==> src/rtl/mips_pkg.sv <==
// Shared constants, state encodings and control bundle for the
// multi-cycle MIPS controller and its ALU decoder.
package mips_pkg;

  localparam logic [5:0] OP_RTYPE = 6'b000000;
  localparam logic [5:0] OP_LW    = 6'b100011;
  localparam logic [5:0] OP_SW    = 6'b101011;
  localparam logic [5:0] OP_BEQ   = 6'b000100;
  localparam logic [5:0] OP_BNE   = 6'b000101;
  localparam logic [5:0] OP_ADDI  = 6'b001000;
  localparam logic [5:0] OP_ORI   = 6'b001101;
  localparam logic [5:0] OP_J     = 6'b000010;

  localparam logic [5:0] FN_ADD = 6'b100000;
  localparam logic [5:0] FN_SUB = 6'b100010;
  localparam logic [5:0] FN_AND = 6'b100100;
  localparam logic [5:0] FN_OR  = 6'b100101;
  localparam logic [5:0] FN_SLT = 6'b101010;

  localparam logic [2:0] ALU_ADD = 3'b010;
  localparam logic [2:0] ALU_SUB = 3'b110;
  localparam logic [2:0] ALU_AND = 3'b000;
  localparam logic [2:0] ALU_OR  = 3'b001;
  localparam logic [2:0] ALU_SLT = 3'b111;

  typedef enum logic [1:0] {
    AOP_ADD   = 2'b00,
    AOP_SUB   = 2'b01,
    AOP_FUNCT = 2'b10,
    AOP_OR    = 2'b11
  } alu_op_e;

  typedef enum logic [3:0] {
    S_IDLE   = 4'd0,
    S_FETCH  = 4'd1,
    S_DECODE = 4'd2,
    S_MEMADR = 4'd3,
    S_MEMRD  = 4'd4,
    S_MEMWB  = 4'd5,
    S_MEMWR  = 4'd6,
    S_EXEC   = 4'd7,
    S_ALUWB  = 4'd8,
    S_BRANCH = 4'd9,
    S_IMMEX  = 4'd10,
    S_IMMWB  = 4'd11,
    S_JUMP   = 4'd12
  } state_e;

  typedef struct packed {
    logic       pc_write;
    logic       branch;
    logic       branch_ne;
    logic       iord;
    logic       mem_write;
    logic       ir_write;
    logic       reg_dst;
    logic       mem_to_reg;
    logic       reg_write;
    logic       alu_src_a;
    logic [1:0] alu_src_b;
    logic       imm_zext;
    logic [2:0] alu_ctrl;
    logic [1:0] pc_src;
    logic       instr_done;
  } ctrl_t;

  // Moore outputs of a state; alu is the decoded ALU function
  // for the instruction currently held in IR.
  function automatic ctrl_t ctrl_of(
    input state_e     s,
    input logic [2:0] alu,
    input logic       beq,
    input logic       bne,
    input logic       ori
  );
    ctrl_t c;
    c = '0;
    case (s)
      S_FETCH: begin
        c.ir_write  = 1'b1;
        c.alu_src_b = 2'b01;
        c.alu_ctrl  = ALU_ADD;
        c.pc_write  = 1'b1;
      end
      S_DECODE: begin
        c.alu_src_b = 2'b11;
        c.alu_ctrl  = ALU_ADD;
      end
      S_MEMADR: begin
        c.alu_src_a = 1'b1;
        c.alu_src_b = 2'b10;
        c.alu_ctrl  = ALU_ADD;
      end
      S_MEMRD: c.iord = 1'b1;
      S_MEMWB: begin
        c.mem_to_reg = 1'b1;
        c.reg_write  = 1'b1;
        c.instr_done = 1'b1;
      end
      S_MEMWR: begin
        c.iord       = 1'b1;
        c.mem_write  = 1'b1;
        c.instr_done = 1'b1;
      end
      S_EXEC: begin
        c.alu_src_a = 1'b1;
        c.alu_ctrl  = alu;
      end
      S_ALUWB: begin
        c.reg_dst    = 1'b1;
        c.reg_write  = 1'b1;
        c.instr_done = 1'b1;
      end
      S_BRANCH: begin
        c.alu_src_a  = 1'b1;
        c.alu_ctrl   = ALU_SUB;
        c.pc_src     = 2'b01;
        c.branch     = beq;
        c.branch_ne  = bne;
        c.instr_done = 1'b1;
      end
      S_IMMEX: begin
        c.alu_src_a = 1'b1;
        c.alu_src_b = 2'b10;
        c.alu_ctrl  = alu;
        c.imm_zext  = ori;
      end
      S_IMMWB: begin
        c.reg_write  = 1'b1;
        c.instr_done = 1'b1;
      end
      S_JUMP: begin
        c.pc_src     = 2'b10;
        c.pc_write   = 1'b1;
        c.instr_done = 1'b1;
      end
      default: c = '0;
    endcase
    return c;
  endfunction

endpackage

==> src/rtl/multi_cycle_mips_ctrl_if.sv <==
// Controller <-> datapath bundle: instruction fields and zero flag in,
// mux selects, strobes and status out. master = controller side.
interface multi_cycle_mips_ctrl_if #(
  parameter int CNT_W = 32
);
  logic [5:0]       opcode;
  logic [5:0]       funct;
  logic             zero;
  logic             pc_en;
  logic             iord;
  logic             mem_write;
  logic             ir_write;
  logic             reg_dst;
  logic             mem_to_reg;
  logic             reg_write;
  logic             alu_src_a;
  logic [1:0]       alu_src_b;
  logic             imm_zext;
  logic [2:0]       alu_ctrl;
  logic [1:0]       pc_src;
  logic             instr_done;
  logic             illegal;
  logic [3:0]       state_dbg;
  logic [CNT_W-1:0] retired;

  modport master (
    input  opcode, funct, zero,
    output pc_en, iord, mem_write, ir_write,
    output reg_dst, mem_to_reg, reg_write,
    output alu_src_a, alu_src_b, imm_zext,
    output alu_ctrl, pc_src, instr_done,
    output illegal, state_dbg, retired
  );

  modport slave (
    output opcode, funct, zero,
    input  pc_en, iord, mem_write, ir_write,
    input  reg_dst, mem_to_reg, reg_write,
    input  alu_src_a, alu_src_b, imm_zext,
    input  alu_ctrl, pc_src, instr_done,
    input  illegal, state_dbg, retired
  );
endinterface

==> src/rtl/mips_alu_decoder.sv <==
// Maps alu_op (00 add, 01 sub, 10 funct, 11 or) plus funct to alu_ctrl;
// funct_valid_o drops for an unsupported R-type funct.
import mips_pkg::*;

module mips_alu_decoder (
  input  alu_op_e    alu_op_i,
  input  logic [5:0] funct_i,
  output logic [2:0] alu_ctrl_o,
  output logic       funct_valid_o
);

  always_comb begin
    alu_ctrl_o    = ALU_ADD;
    funct_valid_o = 1'b1;
    case (alu_op_i)
      AOP_ADD: alu_ctrl_o = ALU_ADD;
      AOP_SUB: alu_ctrl_o = ALU_SUB;
      AOP_OR:  alu_ctrl_o = ALU_OR;
      AOP_FUNCT: begin
        case (funct_i)
          FN_ADD:  alu_ctrl_o = ALU_ADD;
          FN_SUB:  alu_ctrl_o = ALU_SUB;
          FN_AND:  alu_ctrl_o = ALU_AND;
          FN_OR:   alu_ctrl_o = ALU_OR;
          FN_SLT:  alu_ctrl_o = ALU_SLT;
          default: funct_valid_o = 1'b0;
        endcase
      end
      default: alu_ctrl_o = ALU_ADD;
    endcase
  end

endmodule

==> src/rtl/multi_cycle_mips_ctrl.sv <==
// Multi-cycle MIPS main control FSM with registered Moore outputs,
// gated PC enable, illegal-op detect and retired-instruction counter.
import mips_pkg::*;

module multi_cycle_mips_ctrl #(
  parameter int CNT_W = 32
) (
  input logic                   clk,
  input logic                   reset,
  multi_cycle_mips_ctrl_if.master bus
);

  state_e           state_q, state_d;
  ctrl_t            ctrl_q, ctrl_d;
  logic [CNT_W-1:0] retired_q;

  logic    is_r, is_lw, is_sw, is_beq, is_bne;
  logic    is_addi, is_ori, is_j;
  logic    funct_ok, dec_legal;
  alu_op_e alu_op;
  logic [2:0] alu_dec;

  assign is_r    = bus.opcode == OP_RTYPE;
  assign is_lw   = bus.opcode == OP_LW;
  assign is_sw   = bus.opcode == OP_SW;
  assign is_beq  = bus.opcode == OP_BEQ;
  assign is_bne  = bus.opcode == OP_BNE;
  assign is_addi = bus.opcode == OP_ADDI;
  assign is_ori  = bus.opcode == OP_ORI;
  assign is_j    = bus.opcode == OP_J;

  // ALU op depends only on the opcode held in IR, so the
  // funct check is available while still in DECODE.
  always_comb begin
    alu_op = AOP_ADD;
    unique case (1'b1)
      is_r:            alu_op = AOP_FUNCT;
      is_beq | is_bne: alu_op = AOP_SUB;
      is_ori:          alu_op = AOP_OR;
      default:         alu_op = AOP_ADD;
    endcase
  end

  mips_alu_decoder u_alu_dec (
    .alu_op_i      (alu_op),
    .funct_i       (bus.funct),
    .alu_ctrl_o    (alu_dec),
    .funct_valid_o (funct_ok)
  );

  assign dec_legal = is_lw | is_sw | (is_r & funct_ok)
                   | is_beq | is_bne | is_addi | is_ori | is_j;

  always_comb begin
    state_d = S_IDLE;
    case (state_q)
      S_IDLE:  state_d = S_FETCH;
      S_FETCH: state_d = S_DECODE;
      S_DECODE: begin
        unique case (1'b1)
          is_lw | is_sw:      state_d = S_MEMADR;
          is_r & funct_ok:    state_d = S_EXEC;
          is_beq | is_bne:    state_d = S_BRANCH;
          is_addi | is_ori:   state_d = S_IMMEX;
          is_j:               state_d = S_JUMP;
          default:            state_d = S_FETCH;
        endcase
      end
      S_MEMADR: state_d = is_sw ? S_MEMWR : S_MEMRD;
      S_MEMRD:  state_d = S_MEMWB;
      S_EXEC:   state_d = S_ALUWB;
      S_IMMEX:  state_d = S_IMMWB;
      S_MEMWB, S_MEMWR, S_ALUWB,
      S_BRANCH, S_IMMWB, S_JUMP:
                state_d = S_FETCH;
      default:  state_d = S_IDLE;
    endcase
    ctrl_d = ctrl_of(state_d, alu_dec, is_beq, is_bne, is_ori);
  end

  // Outputs are registered alongside the state, so an async
  // reset clears every strobe immediately.
  always_ff @(posedge clk or negedge reset) begin
    if (!reset) begin
      state_q   <= S_IDLE;
      ctrl_q    <= '0;
      retired_q <= '0;
    end else begin
      state_q <= state_d;
      ctrl_q  <= ctrl_d;
      if (ctrl_q.instr_done)
        retired_q <= retired_q + CNT_W'(1);
    end
  end

  assign bus.pc_en = ctrl_q.pc_write
                   | (ctrl_q.branch & bus.zero)
                   | (ctrl_q.branch_ne & ~bus.zero);

  assign bus.illegal    = (state_q == S_DECODE) & ~dec_legal;
  assign bus.iord       = ctrl_q.iord;
  assign bus.mem_write  = ctrl_q.mem_write;
  assign bus.ir_write   = ctrl_q.ir_write;
  assign bus.reg_dst    = ctrl_q.reg_dst;
  assign bus.mem_to_reg = ctrl_q.mem_to_reg;
  assign bus.reg_write  = ctrl_q.reg_write;
  assign bus.alu_src_a  = ctrl_q.alu_src_a;
  assign bus.alu_src_b  = ctrl_q.alu_src_b;
  assign bus.imm_zext   = ctrl_q.imm_zext;
  assign bus.alu_ctrl   = ctrl_q.alu_ctrl;
  assign bus.pc_src     = ctrl_q.pc_src;
  assign bus.instr_done = ctrl_q.instr_done;
  assign bus.state_dbg  = state_q;
  assign bus.retired    = retired_q;

endmodule

==> src/flat_wrapper.sv <==
// flat-port wrapper written by rule: the top's interface ports become plain ports
module multi_cycle_mips_ctrl_flat 
#(
  parameter int CNT_W = 32
)
  (clk, reset, bus_opcode, bus_funct, bus_zero, bus_pc_en, bus_iord, bus_mem_write, bus_ir_write, bus_reg_dst, bus_mem_to_reg, bus_reg_write, bus_alu_src_a, bus_alu_src_b, bus_imm_zext, bus_alu_ctrl, bus_pc_src, bus_instr_done, bus_illegal, bus_state_dbg, bus_retired);
  multi_cycle_mips_ctrl_if #(.CNT_W(CNT_W)) bus_i ();
  input logic clk;
  input logic reset;
  input wire logic [$bits(bus_i.opcode)-1:0] bus_opcode;
  input wire logic [$bits(bus_i.funct)-1:0] bus_funct;
  input wire logic [$bits(bus_i.zero)-1:0] bus_zero;
  output wire logic [$bits(bus_i.pc_en)-1:0] bus_pc_en;
  output wire logic [$bits(bus_i.iord)-1:0] bus_iord;
  output wire logic [$bits(bus_i.mem_write)-1:0] bus_mem_write;
  output wire logic [$bits(bus_i.ir_write)-1:0] bus_ir_write;
  output wire logic [$bits(bus_i.reg_dst)-1:0] bus_reg_dst;
  output wire logic [$bits(bus_i.mem_to_reg)-1:0] bus_mem_to_reg;
  output wire logic [$bits(bus_i.reg_write)-1:0] bus_reg_write;
  output wire logic [$bits(bus_i.alu_src_a)-1:0] bus_alu_src_a;
  output wire logic [$bits(bus_i.alu_src_b)-1:0] bus_alu_src_b;
  output wire logic [$bits(bus_i.imm_zext)-1:0] bus_imm_zext;
  output wire logic [$bits(bus_i.alu_ctrl)-1:0] bus_alu_ctrl;
  output wire logic [$bits(bus_i.pc_src)-1:0] bus_pc_src;
  output wire logic [$bits(bus_i.instr_done)-1:0] bus_instr_done;
  output wire logic [$bits(bus_i.illegal)-1:0] bus_illegal;
  output wire logic [$bits(bus_i.state_dbg)-1:0] bus_state_dbg;
  output wire logic [$bits(bus_i.retired)-1:0] bus_retired;
  assign bus_i.opcode = bus_opcode;
  assign bus_i.funct = bus_funct;
  assign bus_i.zero = bus_zero;
  assign bus_pc_en = bus_i.pc_en;
  assign bus_iord = bus_i.iord;
  assign bus_mem_write = bus_i.mem_write;
  assign bus_ir_write = bus_i.ir_write;
  assign bus_reg_dst = bus_i.reg_dst;
  assign bus_mem_to_reg = bus_i.mem_to_reg;
  assign bus_reg_write = bus_i.reg_write;
  assign bus_alu_src_a = bus_i.alu_src_a;
  assign bus_alu_src_b = bus_i.alu_src_b;
  assign bus_imm_zext = bus_i.imm_zext;
  assign bus_alu_ctrl = bus_i.alu_ctrl;
  assign bus_pc_src = bus_i.pc_src;
  assign bus_instr_done = bus_i.instr_done;
  assign bus_illegal = bus_i.illegal;
  assign bus_state_dbg = bus_i.state_dbg;
  assign bus_retired = bus_i.retired;
  multi_cycle_mips_ctrl #(.CNT_W(CNT_W)) u_core (.clk(clk), .reset(reset), .bus(bus_i));
endmodule
==> config.mk <==
export PLATFORM = sky130hd
export DESIGN_NAME = multi_cycle_mips_ctrl_flat
export DESIGN_NICKNAME = d
export VERILOG_FILES = /design/src/rtl/mips_pkg.sv /design/src/rtl/multi_cycle_mips_ctrl_if.sv /design/src/rtl/mips_alu_decoder.sv /design/src/rtl/multi_cycle_mips_ctrl.sv /design/src/flat_wrapper.sv
export SDC_FILE = /design/constraint.sdc
export NUM_CORES = 1
export LEC_CHECK = 0
export ABC_AREA = 0
export BUFFER_PORTS_ARGS = -buffer_cell sky130_fd_sc_hd__buf_2
export CORE_MARGIN = 5
export CORE_UTILIZATION = 30
export DETAILED_ROUTE_END_ITERATION = 8
export GPL_ROUTABILITY_DRIVEN = 0
export PLACE_DENSITY = 0.5
export SLEW_MARGIN = 20
export SYNTH_ARGS = -nofsm -noshare
export SYNTH_HDL_FRONTEND = slang
export SYNTH_SLANG_ARGS = --single-unit
==> constraint.sdc <==
create_clock -name clk -period 3.1 [get_ports clk]
set_input_delay 0 -clock clk [delete_from_list [all_inputs] [get_ports clk]]
set_output_delay 0 -clock clk [all_outputs]
set_load 0.05 [all_outputs]
After elaboration in Yosys (flattened, before gate mapping)
Cells that the tools add are included.
{"block": "word_totals", "register_bits": 55, "latchBits": 0, "mem_bits_rw": 0, "romBits": 0, "inputBits": 15, "output_inout_bits": 54, "wordCells": 109, "n_memories": 0}
{"block": "op_classes", "n_addsub": 1, "n_mul": 0, "n_div": 0, "magnitude_cmp": 0, "n_eq_ne": 39, "n_shift": 0, "mux": 22, "bitwise_logic": 17, "n_reduce_logical": 13}
{"operator": "equality test 6 bit, second input constant", "count": 7}
{"operator": "equality test 4 bit, second input constant", "count": 10}
{"operator": "adder 32 x 1 -> 32 bit, second input constant", "count": 1}
{"operator": "equality test 4 x 3 -> 1 bit, second input constant", "count": 8}
{"operator": "one-hot mux 4 bit (7 select lines)", "count": 1}
{"operator": "one-hot mux 3 bit (4 select lines)", "count": 2}
{"operator": "one-hot mux 4 bit (5 select lines)", "count": 1}
{"operator": "equality test 4 x 2 -> 1 bit, second input constant", "count": 4}
{"operator": "equality test 6 x 3 -> 1 bit, second input constant", "count": 2}
{"operator": "equality test 6 x 4 -> 1 bit, second input constant", "count": 2}
{"operator": "two-way mux 1 bit", "count": 12}
{"operator": "one-hot mux 2 bit (3 select lines)", "count": 2}
{"operator": "bitwise OR 1 bit", "count": 11}
{"operator": "one-hot mux 3 bit (3 select lines)", "count": 1}
{"operator": "equality test 4 x 1 -> 1 bit, second input constant", "count": 2}
{"operator": "OR reduction 2 bit", "count": 4}
{"operator": "OR reduction 7 bit", "count": 1}
{"operator": "equality test 6 x 2 -> 1 bit, second input constant", "count": 1}
{"operator": "zero test 6 bit", "count": 1}
{"operator": "OR reduction 3 bit", "count": 2}
{"operator": "OR reduction 6 bit", "count": 1}
{"operator": "OR reduction 5 bit", "count": 1}
{"operator": "bitwise AND 1 bit", "count": 4}
{"operator": "equality test 2 bit, second input constant", "count": 2}
{"operator": "other kinds (7)", "count": 9}

Logic depth before layout (Yosys ltp)
Gate-level depths: netlist of run 1.
{"block": "logic_depth", "ltp_word": 14, "depth_mapped": 8, "ltp_nobuf": 7}

Cells and area by module
From an unflattened synthesis of run 1, not the netlist that was laid out.
{"block": "unflattened", "cells_unflattened": 256, "area_unflattened_um2": 2722.6}
{"module": "multi_cycle_mips_ctrl", "instances": 1, "cells_each": 241, "area_per_inst_um2": 2611.3}
{"module": "mips_alu_decoder", "instances": 1, "cells_each": 15, "area_per_inst_um2": 111.4}

Worst setup path after synthesis of run 1
No wires, ideal clock.
{"block": "synth_path", "kind": "flip-flop to output port", "startpoint": "register u_core.state_q[2], in the netlist u_core.bus.state_dbg[2]", "endpoint": "output port bus_illegal", "t_arrival_ps": 2561, "required_time_ps": 3100, "slack_ps": 539, "stages_incl_launch_ff": 4, "cell_sequence": "dfrtp_1 buf_6 or4b_4 a311oi_1"}
{"block": "synth_between", "elab_chain_len": 2}
{"item": "start: declaration", "line": "multi_cycle_mips_ctrl.sv:13", "source": "state_e state_q, state_d;"}
{"item": "start signal: assignment", "line": "multi_cycle_mips_ctrl.sv:89", "source": "state_q <= state_d;"}
{"item": "equality test 4 x 2 -> 1 bit", "line": "multi_cycle_mips_ctrl.sv:100", "source": "assign bus.illegal = (state_q == S_DECODE) & ~dec_legal;"}
{"item": "bitwise AND 1 bit", "line": "multi_cycle_mips_ctrl.sv:100"}
{"item": "end: declaration", "line": "flat_wrapper.sv:26", "source": "output wire logic [$bits(bus_i.illegal)-1:0] bus_illegal;"}
Every way passes these cells.

==> out/metrics.cfg, run 1 <==
[global_route]
antenna_found_initial = 0
grt_use_total_pct = 11.7
grt_max_degree = 43
grt_remaining_overflow = 0
grt_pass1_vias = 2037
grt_pass1_wl_um = 10600

[critical_path]
path_delay_family = simple AND/OR/NAND/NOR gates
reg2reg_slack_ns = 0.68
worstPathCellList = or4b_4 -> a211oi_1 -> o221a_2 -> a221oi_2 -> or4_4 -> a221oi_2
cp_data_required_time_ns = 3.30
slowest_stage = or4b_4
r2r-end = u_core.bus.alu_ctrl[0]
arrival_ns = 2.63
rr_startpoint = u_core.bus.state_dbg[0]
path_max_fanout = 14
crit_top_cell = a221oi_2
worst-path-buf-inv = 0
slowest_delay_ns = 0.61
worstRegToRegCells = 6
end_kind = flop
startpoint_type = flop
crit_type = reg2reg

[clock_tree]
cts_buffers = 5
clk_latency_ns = 0.30
clkSlewWorstSetupHoldPaths_ns = 0.09
cts_tree = yes
cts.sinks = 55
clk_path_buf_depth = 2
h-tree-depth = 2
ctsRootBufferMaster = clkbuf_8
post_cts_resized = 0

[synth]
synthTopCellsByArea = dfrtp_1 52%, xnor2_1 7.6%, nand2_1 3.6%
synth_top_family_by_area = simple AND/OR/NAND/NOR gates
syn_nets = 268
synth-compound-area-share_pct = 8.73
synth_cells = 252
synth_commonest_cells = 55 x dfrtp_1, 25 x nand2_1, 23 x xnor2_1
netlist-cell-type-count = 46
avgSynthCellArea_um2 = 10.5
yosys.area_share.simple_pct = 21.7
synth_xor_area_share_pct = 11.0
async_reset_ff_share_pct = 100
synth-seq-cells = 55
synth_flop_cell = dfrtp_1
synth-adder-area-share_pct = 0.474
post-synth-top-area-cell = dfrtp_1
synth-edff-count = 0
seq_area_frac_synth_pct = 52.2
yosysTopAreaCellShare_pct = 52.2
synthMuxAreaShare_pct = 1.23
yosys_warnings = 0
synth_area_mm2 = 0.00264
synth.most_common_cell = dfrtp_1

[layout]
layout.cells.non_filler = 423
area.growth.synth_to_final_pct = 18.1
largest_reg_flops = 32
drive_gt1_share_pct = 26.3
fillCellCount = 919
layout.nets = 332
diodes = 0

[power_and_ir_drop]
power_density_mw_per_mm2 = 755
vdd_drop_max_mv = 0.194
p_leak_nw = 1.57
finalPower_mw = 2.35

[timing]
slew_headroom_pct = 60.7
setup_violations = 0
setup_tns_ns = 0
finalHoldViolCount = 0
min_period_over_period_pct = 78.1
whs_ns = 0.0258
worst_slew_pin_slew_ns = 0.583
timing.final.max_slew_violations = 0
skew_ns = 0.00920
finalCriticalPeriod_ns = 2.42
fmax_ghz = 0.413
rsz0062_at_grt = no

[routing]
vias = 1992
dr.pass1.iters = 4
drt-vias-per-instance = 4.71
drt_wl_total_um = 6080
avgRoutedWirePerCell_um = 14.4
drt_iter0_drc = 54
drcViolationCount = 0
drtAntennaViolNets = 0

[flow_run]
maxCapViolations = 0

[floorplan]
rows = 34
core_area_mm2 = 0.00864
fp.dieW_um = 104
fp.dieArea_mm2 = 0.0108
die_h_um = 104
io_pins = 69
start_util_pct = 30.5

[hold_path]
worstHoldEndpoint = u_core.ctrl_q[17]
min_path_type = in2reg
worstHoldStart = bus_opcode[0]
hold_depth = 2

[place]
dpl.hpwl_um = 4660
portBuffers = 68
dp_cells = 416

[status]
status = finished clean

cells in the final DEF, fill, tap and decap left out, drive strengths merged, types with 3 or more instances in the layout:
master	count
o31ai	3
nand2	25
nand4	10
buf	69
or4b	4
xor2	10
nor3	8
a21oi	4
nand2b	4
nor3b	3
xnor2	23
dfrtp	55
inv	9
nand3	13
nor2	22
clkbuf	6
and3	6
o21ai	5
nor2b	8
kinds of logic (layout without fill, tap and decap cells):
kind of cell    Yosys count  in the layout
compound gates           29             29
xor+xnor                 33             33
fa+ha+maj                 1              1
simple gates            109            109
flops                    55             55
buf+inv                  22             85
mux                       3              3
layer usage:
layer	part of all wire [%]	vias to the layer above	global-route usage [%]
li1	-	1007	-
met1	48	931	15.5
met2	46	50	18.8
met3	5.7	4	3.11
met4	0.67	0	3.05
met5	0	-	0
where the power goes:
group          internal (mW)  switching (mW)  leakage, nW
Clock                  0.152           0.214       0.0371
Combinational          0.277           0.751        0.790
Sequential             0.836           0.121        0.743
layout make-up:
cell class,count,area (µm²),area share [%]
Timing Repair Buffer,70,360,11.6
Sequential cell,55,1380,44.2
Tap cell,108,135,4.34
Multi-Input combinational cell,175,1140,36.5
Clock buffer,6,72.6,2.33
Inverter,9,33.8,1.08
through the flow:
step | worst slack [ns] | instance area (µm²) | utilization, %
2_1_floorplan | 0.539 | 2640 | -
3_3_place_gp | 0.806 | 3030 | 35.1
3_5_place_dp | 0.735 | 3030 | 35.1
4_1_cts | 0.705 | 3110 | 36.0
5_1_grt | 0.565 | 3110 | 36.1
6_report | 0.679 | 3110 | 36.1
repair_timing:
action                    CTS  global route
buffers inserted            0             0
hold buffers                1             0
hold endpoints to repair   41             0
worst max path at each step:
stage | start | to | slack, ns | cells after the start
floorplan | u_core.bus.state_dbg[2] | bus_illegal | 0.54 | 3
global placement | u_core.bus.state_dbg[0] | u_core.bus.alu_ctrl[0] | 0.81 | 6
detailed placement | u_core.bus.state_dbg[0] | u_core.bus.alu_ctrl[0] | 0.74 | 6
CTS | u_core.bus.state_dbg[0] | u_core.bus.alu_ctrl[0] | 0.71 | 6
global route | u_core.bus.state_dbg[0] | u_core.bus.imm_zext | 0.56 | 6
finish | u_core.bus.state_dbg[0] | u_core.bus.alu_ctrl[0] | 0.68 | 6
Note: power is estimated with default switching activity, not from simulation.
==> run 2, diff against run 1 <==
Settings changed: ABC_AREA 0 to 1, PLACE_DENSITY 0.5 to 0.52.
Clock period 3.1 ns to 2 ns, I/O delays scaled along.
==> run 2 against run 1 <==
Wire length increased by 6.8%. Critical endpoint is now u_core.bus.retired[28]. Combinational power up 40%. Clock skew decreased by 0.0041 ns. Sequential share of layout area fell by 3.6 points.
==> out/metrics.cfg, run 2 <==
[layout]
final_cell_mix = 68 x buf_2, 64 x nand2_1, 55 x dfrtp_1
multi_input_area_mm2 = 0.00126
layout.cells.non_filler = 517
drive_gt1_share_pct = 30.2
diodes = 0
largest_reg_flops = 32
layout.nets = 405
area.growth.synth_to_final_pct = 19.7
seq_area_mm2 = 0.00138
final_common_cell = buf_2
fillCellCount = 965

[critical_path]
worstRegToRegCells = 8
slowest_stage = dfrtp_1
end_kind = flop
cp_data_required_time_ns = 2.22
worst-path-buf-inv = 0
reg2reg_slack_ns = 0.26
startpoint_type = flop
crit_type = reg2reg
r2r-end = u_core.bus.retired[28]
rr_startpoint = u_core.bus.retired[0]
worstPathCellList = ha_1 -> nand3_1 -> nor3_1 -> nand2_1 -> nor2_2 -> nand4_2 -> nor3_2 -> xor2_1
path_delay_family = simple AND/OR/NAND/NOR gates
path_max_fanout = 4
slowest_delay_ns = 0.40
arrival_ns = 1.97

[power_and_ir_drop]
p_leak_nw = 1.86
power_frac_clock_pct = 16.6
comb_power_share_pct = 42.2
power_density_mw_per_mm2 = 1000
p_int_mw = 1.84
p_seq_share_pct = 41.1
vdd_drop_max_mv = 0.355
switchingPower_mw = 1.56
p_sw_share_pct = 45.8

[floorplan]
die_h_um = 107
core_area_mm2 = 0.00924
rows = 35
fp.dieArea_mm2 = 0.0115
start_util_pct = 30.7
io_pins = 69
fp.dieW_um = 107

[clock_tree]
cts_tree = yes
cts.sinks = 55
cts_buffers = 5
clk_latency_ns = 0.30
ctsRootBufferMaster = clkbuf_8
h-tree-depth = 2
clkSlewWorstSetupHoldPaths_ns = 0.09
post_cts_resized = 0
clk_path_buf_depth = 2

[status]
status = finished clean

[global_route]
grt_use_total_pct = 11.9
grt_remaining_overflow = 0
grt_max_degree = 32
grt_pass1_wl_um = 11000
antenna_found_initial = 0
grt_pass1_vias = 2349

[hold_path]
worstHoldStart = bus_opcode[2]
hold_depth = 3
worstHoldEndpoint = u_core.bus.imm_zext
min_path_type = in2reg

[timing]
slew_headroom_pct = 73.6
finalHoldViolCount = 0
worst_slew_pin_slew_ns = 0.395
setup_tns_ns = 0
fmax_ghz = 0.573
min_period_over_period_pct = 87.2
whs_ns = 0.0154
setup_violations = 0
finalCriticalPeriod_ns = 1.74
skew_ns = 0.00508
rsz0062_at_grt = no
timing.final.max_slew_violations = 0

[synth]
synth_flop_cell = dfrtp_1
syn_nets = 333
avgSynthCellArea_um2 = 8.94
netlist-cell-type-count = 28
synth.most_common_cell = nand2_1
synth_commonest_cells = 64 x nand2_1, 55 x dfrtp_1, 37 x inv_1
yosys_warnings = 0
yosysTopAreaCellShare_pct = 48.5
synth-seq-cells = 55
async_reset_ff_share_pct = 100
synth-edff-count = 0
post-synth-top-area-cell = dfrtp_1
synth_cells = 317
seq_area_frac_synth_pct = 48.5
synthTopCellsByArea = dfrtp_1 49%, nand2_1 8.5%, xor2_1 7.4%
synth_area_mm2 = 0.00284

[routing]
drcViolationCount = 0
vias = 2245
drt_iter0_drc = 57
drt_wl_total_um = 6490
drtAntennaViolNets = 0
avgRoutedWirePerCell_um = 12.6
dr.pass1.iters = 4
drt-vias-per-instance = 4.34

[flow_run]
maxCapViolations = 0

[place]
dp_cells = 510
dpl.hpwl_um = 5270
portBuffers = 68

==> run 2: changes by cell type in the layout (fill, tap and decap cells not counted), sizes merged, moves of 4 or more <==
cell / before / now
and3: 6 / 0
inv: 9 / 41
nand2: 25 / 71
nand2b: 4 / 0
nand3: 13 / 21
nor2: 22 / 43
nor2b: 8 / 0
nor3: 8 / 19
or4b: 4 / 0
xnor2: 23 / 7
xor2: 10 / 24
==> run 2: area by class of cell <==
class                           instances  area share, %
Sequential cell                        55           40.5
Tap cell                              129           4.75
Inverter                               41           4.53
Clock buffer                            6           2.14
Multi-Input combinational cell        214           37.0
Timing Repair Buffer                   72           11.0
==> run 2: worst reg2reg max path: stages (launching register included) <==
cell,delay (ns)
dfrtp_1,0.40
ha_1,0.19
nand3_1,0.15
nor3_1,0.18
nand2_1,0.15
nor2_2,0.16
nand4_2,0.13
nor3_2,0.15
xor2_1,0.17
==> run 2: worst max path at each step <==
| stage | startpoint | end | depth (start not counted) |
|---|---|---|---|
| 5_1_grt | u_core.bus.state_dbg[0] | u_core.ctrl_q[17] | 9 |
| 3_3_place_gp | u_core.bus.instr_done | u_core.bus.retired[27] | 6 |
| 2_1_floorplan | u_core.bus.retired[0] | u_core.bus.retired[26] | 9 |
| 3_5_place_dp | u_core.bus.retired[0] | u_core.bus.retired[28] | 8 |
| 6_report | u_core.bus.retired[0] | u_core.bus.retired[28] | 8 |
| 4_1_cts | u_core.bus.retired[0] | u_core.bus.retired[28] | 8 |
==> run 2: what timing repair did <==
item                       in CTS  in global routing
hold buffers                    1                  0
hold endpoints to repair       55                  0
setup buffers                   0                  0
setup endpoints to repair       0                  0
==> run 2: metal layers <==
metal	GRT usage (%)	vias to the layer above	wire length, µm
met3	2.41	7	298
met4	3.11	0	74
met2	21.0	49	3180
met5	0	-	0
li1	-	1139	-
met1	14.8	1050	2930
==> run 2: metrics by stage <==
step	cell area, µm²	util [%]	power [mW]	setup WS (ns)
global placement	3310	35.8	2.87	0.281
CTS	3390	36.7	3.46	0.228
finish	3390	36.7	3.40	0.256
global route	3390	36.7	3.63	0.0369
detailed placement	3310	35.8	2.88	0.261
floorplan	2840	-	2.54	0.0396
==> run 2: logic make-up after synthesis <==
family	Yosys count	share of synthesized area, %
DFF	55	48.5
xor gates and xnor gates	31	9.58
adders and majority gates	1	0.441
AOI/OAI and AO/OA	15	3.35
and+or+nand+nor	167	30.8
buffers and inverters	48	7.28
==> run 2: power by group through the flow <==
stage | clock, mW | sequential, mW | combinational [mW]
2_1_floorplan | 0 | 1.78 | 0.760
3_3_place_gp | 0 | 1.42 | 1.45
3_5_place_dp | 0 | 1.42 | 1.46
4_1_cts | 0.597 | 1.40 | 1.46
5_1_grt | 0.632 | 1.42 | 1.58
6_report | 0.566 | 1.40 | 1.44
